[src/rtl/cpu_defs_pkg.sv]
// Shared CPU definitions: machine word size, register address type and the
// address of the hard-wired zero register.
package cpu_defs_pkg;

    localparam int WORD_SIZE  = 32;
    localparam int REG_ADDR_W = 5;

    typedef logic [REG_ADDR_W-1:0] reg_addr_t;

    localparam reg_addr_t REG_ZERO = '0;

endpackage

[src/rtl/regfile_scoreboard.sv]
// Pending-write scoreboard: one busy bit per register, set by a decode-stage
// reservation and cleared by writeback; the zero register is never busy.
module regfile_scoreboard
    import cpu_defs_pkg::*;
#(
    parameter int ADDR_W   = 5,
    parameter int ZERO_REG = 1
) (
    input  logic                   clk,
    input  logic                   rst,
    input  logic                   rsv_en,
    input  logic [ADDR_W-1:0]      rsv_addr,
    input  logic                   wr_en,
    input  logic [ADDR_W-1:0]      wr_addr,
    output logic [2**ADDR_W-1:0]   busy_vec
);

    localparam int                NREGS = 2**ADDR_W;
    localparam logic [ADDR_W-1:0] ZADDR = ADDR_W'(REG_ZERO);

    logic [NREGS-1:0] busy_q;
    logic [NREGS-1:0] busy_nxt;

    // Reservation is applied after release so a same-cycle set+clear leaves
    // the new reservation outstanding.
    always_comb begin
        busy_nxt = busy_q;
        if (wr_en)
            busy_nxt[wr_addr] = 1'b0;
        if (rsv_en)
            busy_nxt[rsv_addr] = 1'b1;
        if (ZERO_REG != 0)
            busy_nxt[ZADDR] = 1'b0;
    end

    always_ff @(posedge clk or posedge rst) begin
        if (rst)
            busy_q <= '0;
        else
            busy_q <= busy_nxt;
    end

    assign busy_vec = busy_q;

endmodule

[src/rtl/reg_file_mp.sv]
// Multi-read-port register file with registered reads and a pending-write
// scoreboard. Define REGFILE_BYPASS_EN to forward same-cycle writeback to reads.
module reg_file_mp
    import cpu_defs_pkg::*;
#(
    parameter int DATA_W   = WORD_SIZE,
    parameter int ADDR_W   = 5,
    parameter int NRD      = 2,
    parameter int ZERO_REG = 1
) (
    input  logic                   clk,
    input  logic                   rst,
    input  logic [NRD-1:0]         rd_en,
    input  logic [NRD*ADDR_W-1:0]  rd_addr,
    output logic [NRD*DATA_W-1:0]  rd_data,
    output logic [NRD-1:0]         rd_valid,
    output logic [NRD-1:0]         rd_busy,
    input  logic                   wr_en,
    input  logic [ADDR_W-1:0]      wr_addr,
    input  logic [DATA_W-1:0]      wr_data,
    input  logic                   rsv_en,
    input  logic [ADDR_W-1:0]      rsv_addr,
    output logic [2**ADDR_W-1:0]   busy_vec
);

    localparam int                NREGS = 2**ADDR_W;
    localparam logic [ADDR_W-1:0] ZADDR = ADDR_W'(REG_ZERO);

    logic [DATA_W-1:0] regs [NREGS];
    logic              wr_commit;

    logic [ADDR_W-1:0] rd_addr_p0 [NRD];
    logic [DATA_W-1:0] rd_val_p0  [NRD];
    logic [NRD-1:0]    rd_bsy_p0;

    logic [DATA_W-1:0] rd_data_p1 [NRD];
    logic [NRD-1:0]    rd_busy_p1;
    logic [NRD-1:0]    vld_p1;

    regfile_scoreboard #(
        .ADDR_W   (ADDR_W),
        .ZERO_REG (ZERO_REG)
    ) u_scoreboard (
        .clk      (clk),
        .rst      (rst),
        .rsv_en   (rsv_en),
        .rsv_addr (rsv_addr),
        .wr_en    (wr_en),
        .wr_addr  (wr_addr),
        .busy_vec (busy_vec)
    );

    assign wr_commit = wr_en && !((ZERO_REG != 0) && (wr_addr == ZADDR));

    always_ff @(posedge clk or posedge rst) begin
        if (rst) begin
            for (int r = 0; r < NREGS; r++)
                regs[r] <= '0;
        end else if (wr_commit) begin
            regs[wr_addr] <= wr_data;
        end
    end

    // p0: per-port read value and busy state from current storage
    always_comb begin
        for (int i = 0; i < NRD; i++) begin
            rd_addr_p0[i] = rd_addr[i*ADDR_W +: ADDR_W];
            rd_val_p0[i]  = regs[rd_addr_p0[i]];
            rd_bsy_p0[i]  = busy_vec[rd_addr_p0[i]];
`ifdef REGFILE_BYPASS_EN
            if (wr_en && (wr_addr == rd_addr_p0[i])) begin
                rd_val_p0[i] = wr_data;
                rd_bsy_p0[i] = rsv_en && (rsv_addr == rd_addr_p0[i]);
            end
`endif
            if ((ZERO_REG != 0) && (rd_addr_p0[i] == ZADDR)) begin
                rd_val_p0[i] = '0;
                rd_bsy_p0[i] = 1'b0;
            end
        end
    end

    // p1: registered read outputs; data and busy hold when a port is idle
    always_ff @(posedge clk or posedge rst) begin
        if (rst) begin
            for (int i = 0; i < NRD; i++)
                rd_data_p1[i] <= '0;
            rd_busy_p1 <= '0;
            vld_p1     <= '0;
        end else begin
            vld_p1 <= rd_en;
            for (int i = 0; i < NRD; i++) begin
                if (rd_en[i]) begin
                    rd_data_p1[i] <= rd_val_p0[i];
                    rd_busy_p1[i] <= rd_bsy_p0[i];
                end
            end
        end
    end

    for (genvar g = 0; g < NRD; g++) begin : g_rd_out
        assign rd_data[g*DATA_W +: DATA_W] = rd_data_p1[g];
    end

    assign rd_busy  = rd_busy_p1;
    assign rd_valid = vld_p1;

endmodule

[config.mk]
export PLATFORM = sky130hd
export DESIGN_NAME = reg_file_mp
export DESIGN_NICKNAME = d
export VERILOG_FILES = /design/src/rtl/cpu_defs_pkg.sv /design/src/rtl/regfile_scoreboard.sv /design/src/rtl/reg_file_mp.sv
export SDC_FILE = /design/constraint.sdc
export NUM_CORES = 2
export LEC_CHECK = 0
export ABC_CLOCK_PERIOD_IN_PS = 42400
export BUFFER_PORTS_ARGS = -buffer_cell sky130_fd_sc_hd__clkbuf_2
export CAP_MARGIN = 20
export CORE_ASPECT_RATIO = 1.2
export CORE_MARGIN = 4
export CORE_UTILIZATION = 59
export CTS_BUF_LIST = sky130_fd_sc_hd__clkbuf_4 sky130_fd_sc_hd__clkbuf_8
export DETAILED_ROUTE_END_ITERATION = 6
export PLACE_DENSITY_LB_ADDON = 0.05
export SLEW_MARGIN = 5
export SYNTH_ARGS = -nofsm -noshare
export SYNTH_HDL_FRONTEND = slang
export SYNTH_SLANG_ARGS = --single-unit
[constraint.sdc]
create_clock -name clk -period 42.4 [get_ports clk]
set_input_delay 8.48 -clock clk [delete_from_list [all_inputs] [get_ports clk]]
set_output_delay 8.48 -clock clk [all_outputs]
set_load 0.02 [all_outputs]
==> summary.md <==
| Metric | Value |
|---|---|
| Worst R2R Path Depth | `5` |
| Die width | `298 um` |
| Worst skew pair latency | `910 ps` |
| Reg2Reg Capture Point | `rd_busy[0]$_DFFE_PP0P_` |
| Routed WL | `191 mm` |
| CTS tree | `yes` |
| Postcts setup bufs | `0` |
| Total power | `a little over 3000 uW` |
| Library cells used by synthesis | `50` |
| DP Area | `between 60000 and 70000 um2` |
| Post-synth top area cell | `dfrtp_1` |
| Core ar. | `99900 um2` |
| Clock skew | `about 33 ps` |
| Maximum VDD drop | `33.6 uV` |
| DRC errors left | `0` |
| Vias/cell | `slightly above 7` |
| Synth top area share | `between 40% and 50%` |
| Minimum clock period | `11760 ps` |
| Hold buffers post-CTS | `0` |
| Syn avg cell area | `14.1 um2` |
| Reg2reg start | `u_scoreboard.busy_vec[14]$_DFF_PP0_` |
| Critical Path RT | `43270 ps` |
| CP Launch Type | `primary input` |
| Post-DP HPWL | `94.8 mm` |
| Std-Cell Rows | `roughly 130` |
| Post-cts resize count | `0` |
| Post-Synthesis Cells | `4233` |
| # IOs | `158` |
| CTS H-tree lvls | `4` |
| Antenna violations before repair | `10` |
| Layout cell share with drive strength beyond 1 | `46.5%` |
| Wire length per cell | `33.9 um` |
| Worst setup path startpoint | `rst` |
| Syn Nets | `roughly 4300` |
| Nets | `4239` |
| Status | `finished clean` |
| Clock sink count | `1123` |
| Area Overhead vs Synth | `8.97%` |
| GP Congestion | `0.827` |
| Crit share post-route | `27.7%` |
| R2R Setup Slk | `40530 ps` |
| Max Slew Vio Count | `0` |
| Die height | `356 um` |
| Hold Path Class | `flip-flop to flip-flop` |
| Port buffer count | `156` |
| Pwr per Cell Area | `48.0 nW/um2` |
| Sequential area share after synthesis | `47.2%` |
| Relative slew margins | `approximately 20%` |
| Endpoint arrival time on the critical path | `between 10000 and 15000 ps` |
| Hold slack | `397 ps` |
| Asr flop ratio synth | `100%` |
| Leak | `~0.028 uW` |
| Reg clk slew, reported paths | `60 ps` |
| First-pass GRT wire length | `281 mm` |
| Mapped cell area | `59500 um2` |
| Critical Path Sink Type | `asynchronous set/reset pin` |
| Initial core utilization | `~60%` |
| Number of global-route vias before repair | `41000` |
| Top FF cell, synth | `dfrtp_1` |
| Slew @ Worst Pin | `1200 ps` |
| Hold Fails Final Rpt | `0` |
| # setup viols final | `0` |
| Number of synthesized flops with an enable pin | `0` |
| CTS root buf | `clkbuf_8` |
| Initial DRC count | `4181` |
| Yosys reg bits | `about 1100` |
| DRT antenna net count | `0` |
| GRT Residual Overflow | `0` |
| Total track usage | `36.2%` |
| Yosys Warn Count | `0` |
| Critical path class | `primary input to asynchronous set/reset pin` |
| Critical path fanouts, max | `104` |
| Hold Path Origin | `regs[1005]$_DFFE_PP0P_` |
| RSZ-0062 raised after global routing | `no` |
| Number of max-cap violations | `0` |
| Crit path to | `regs[124]$_DFFE_PP0P_` |
| Sum Neg Setup Slack | `0 ps` |
| Peak Freq | `between 80 and 90 MHz` |
| Vias | `approximately 41000` |
| Largest net degree at the start of global routing | `~110` |
| Top post-synthesis cells by area | `dfrtp_1, mux2_2, mux4_2` |
| Post-route design area | `around 65000 um2` |
| TritonCTS Buffers | `184` |
| Die area | `around 110000 um2` |
| TritonRoute pass-1 iters | `5` |
| Max clock buf depth | `3` |
critical path, cell delays in order:
cell and delay, ps:
clkbuf_2 120, inv_8 480, buf_4 820, buf_4 800
buf_4 850, buf_4 850
cells in the mapped netlist, drive strengths merged (7+ instances only):
cell     instances
mux2           992
buf            219
inv              7
nand3b           8
nor3            68
nor3b            8
o22ai           65
mux4           397
nor4            32
a2111oi         32
o21ai          159
nor2           118
o221ai          66
a31oi           34
dfrtp         1123
mux2i          293
nand3            7
nor2b           32
nand2          121
a211oi          97
clkbuf         247
a221o           32
a22o            47
stage by stage:
stage          utilization, %  setup slack, ps  std cells
6_report                 64.8            30640       5634
5_1_grt                  64.8            30010       5631
4_1_cts                  64.8            30530       5624
3_5_place_dp             60.7            29580       5284
3_3_place_gp             60.7            29610       5284
2_1_floorplan               -             2300       4233
kinds of logic (layout without fill, tap and decap cells):
| kind of cell | after synthesis | after routing | share of synthesized area [%] |
|---|---|---|---|
| other | 1 | 10 | 0.00630 |
| buffers and inverters | 475 | 577 | 3.66 |
| DFF | 1123 | 1123 | 47.2 |
| AOI/OAI and AO/OA | 542 | 542 | 6.47 |
| and+or+nand+nor | 410 | 410 | 3.22 |
| muxes | 1682 | 1682 | 39.4 |
cell usage in the layout, fill, tap and decap left out, types with 5 or more instances in the layout:
cell        count
clkbuf_2      149
nor2b_1        32
o21ai_0       159
a31oi_1        34
o22ai_1        65
a221o_1        32
a2111oi_1      18
buf_8           5
buf_4          69
diode_2         9
mux2i_1       261
mux2i_4        30
nor4_1         32
nand2_1       104
nand2_4        15
a22o_1         47
nor2_4         17
nor3b_1         8
a2111oi_0      12
a211oi_1       97
clkinv_2       23
clkinvlp_4      6
mux2_1         27
mux4_2        397
nand3_1         5
clkbuf_8      251
nor2_1        101
nor3_1         67
clkbuf_4       56
nand3b_1        8
dfrtp_1      1123
mux2_2        965
o221ai_1       66
routing by layer:
metal / wire length, um / part of all wire [%] / global-route usage, %
met1: 77000 / 40 / 50.0
met2: 86800 / 45 / 55.1
met3: 18100 / 9.5 / 9.47
met4: 8880 / 4.7 / 15.3
met5: 23 / 0.012 / 0.183
cell type report:
class | instances | area (um2)
clock inverter | 33 | 238
tap | 1290 | 1610
fill | 7491 | 35100
multi-input combinational | 2635 | 29500
timing repair buffer | 228 | 1420
clock buffer | 307 | 3870
sequential | 1123 | 28100
inverter | 9 | 46.3
antenna | 9 | 22.5
where the power goes:
part	leakage, uW	switching, uW	total, uW	internal [uW]
Clock	0.00219	456	1040	587
Combinational	0.0118	273	627	354
Sequential	0.0144	164	1440	1280
Total	0.0283	893	3110	2220
worst min path at each step:
| stage | end | slack (ps) | cells after the start |
|---|---|---|---|
| after floorplan | regs[1000]$_DFFE_PP0P_ | 450 | 1 |
| after global placement | regs[1007]$_DFFE_PP0P_ | 380 | 0 |
| after detailed placement | regs[1010]$_DFFE_PP0P_ | 380 | 0 |
| after CTS | regs[1010]$_DFFE_PP0P_ | 400 | 0 |
| after global routing | regs[999]$_DFFE_PP0P_ | 410 | 0 |
| final | regs[1005]$_DFFE_PP0P_ | 400 | 0 |
flip-flops by register name, indices dropped and copies added, names as in the netlist:
signal	cells
regs	1024
rd_data	64
rd_busy	2
rd_valid	2
u_scoreboard.busy_vec	31
(Power assumes the default switching activity.)
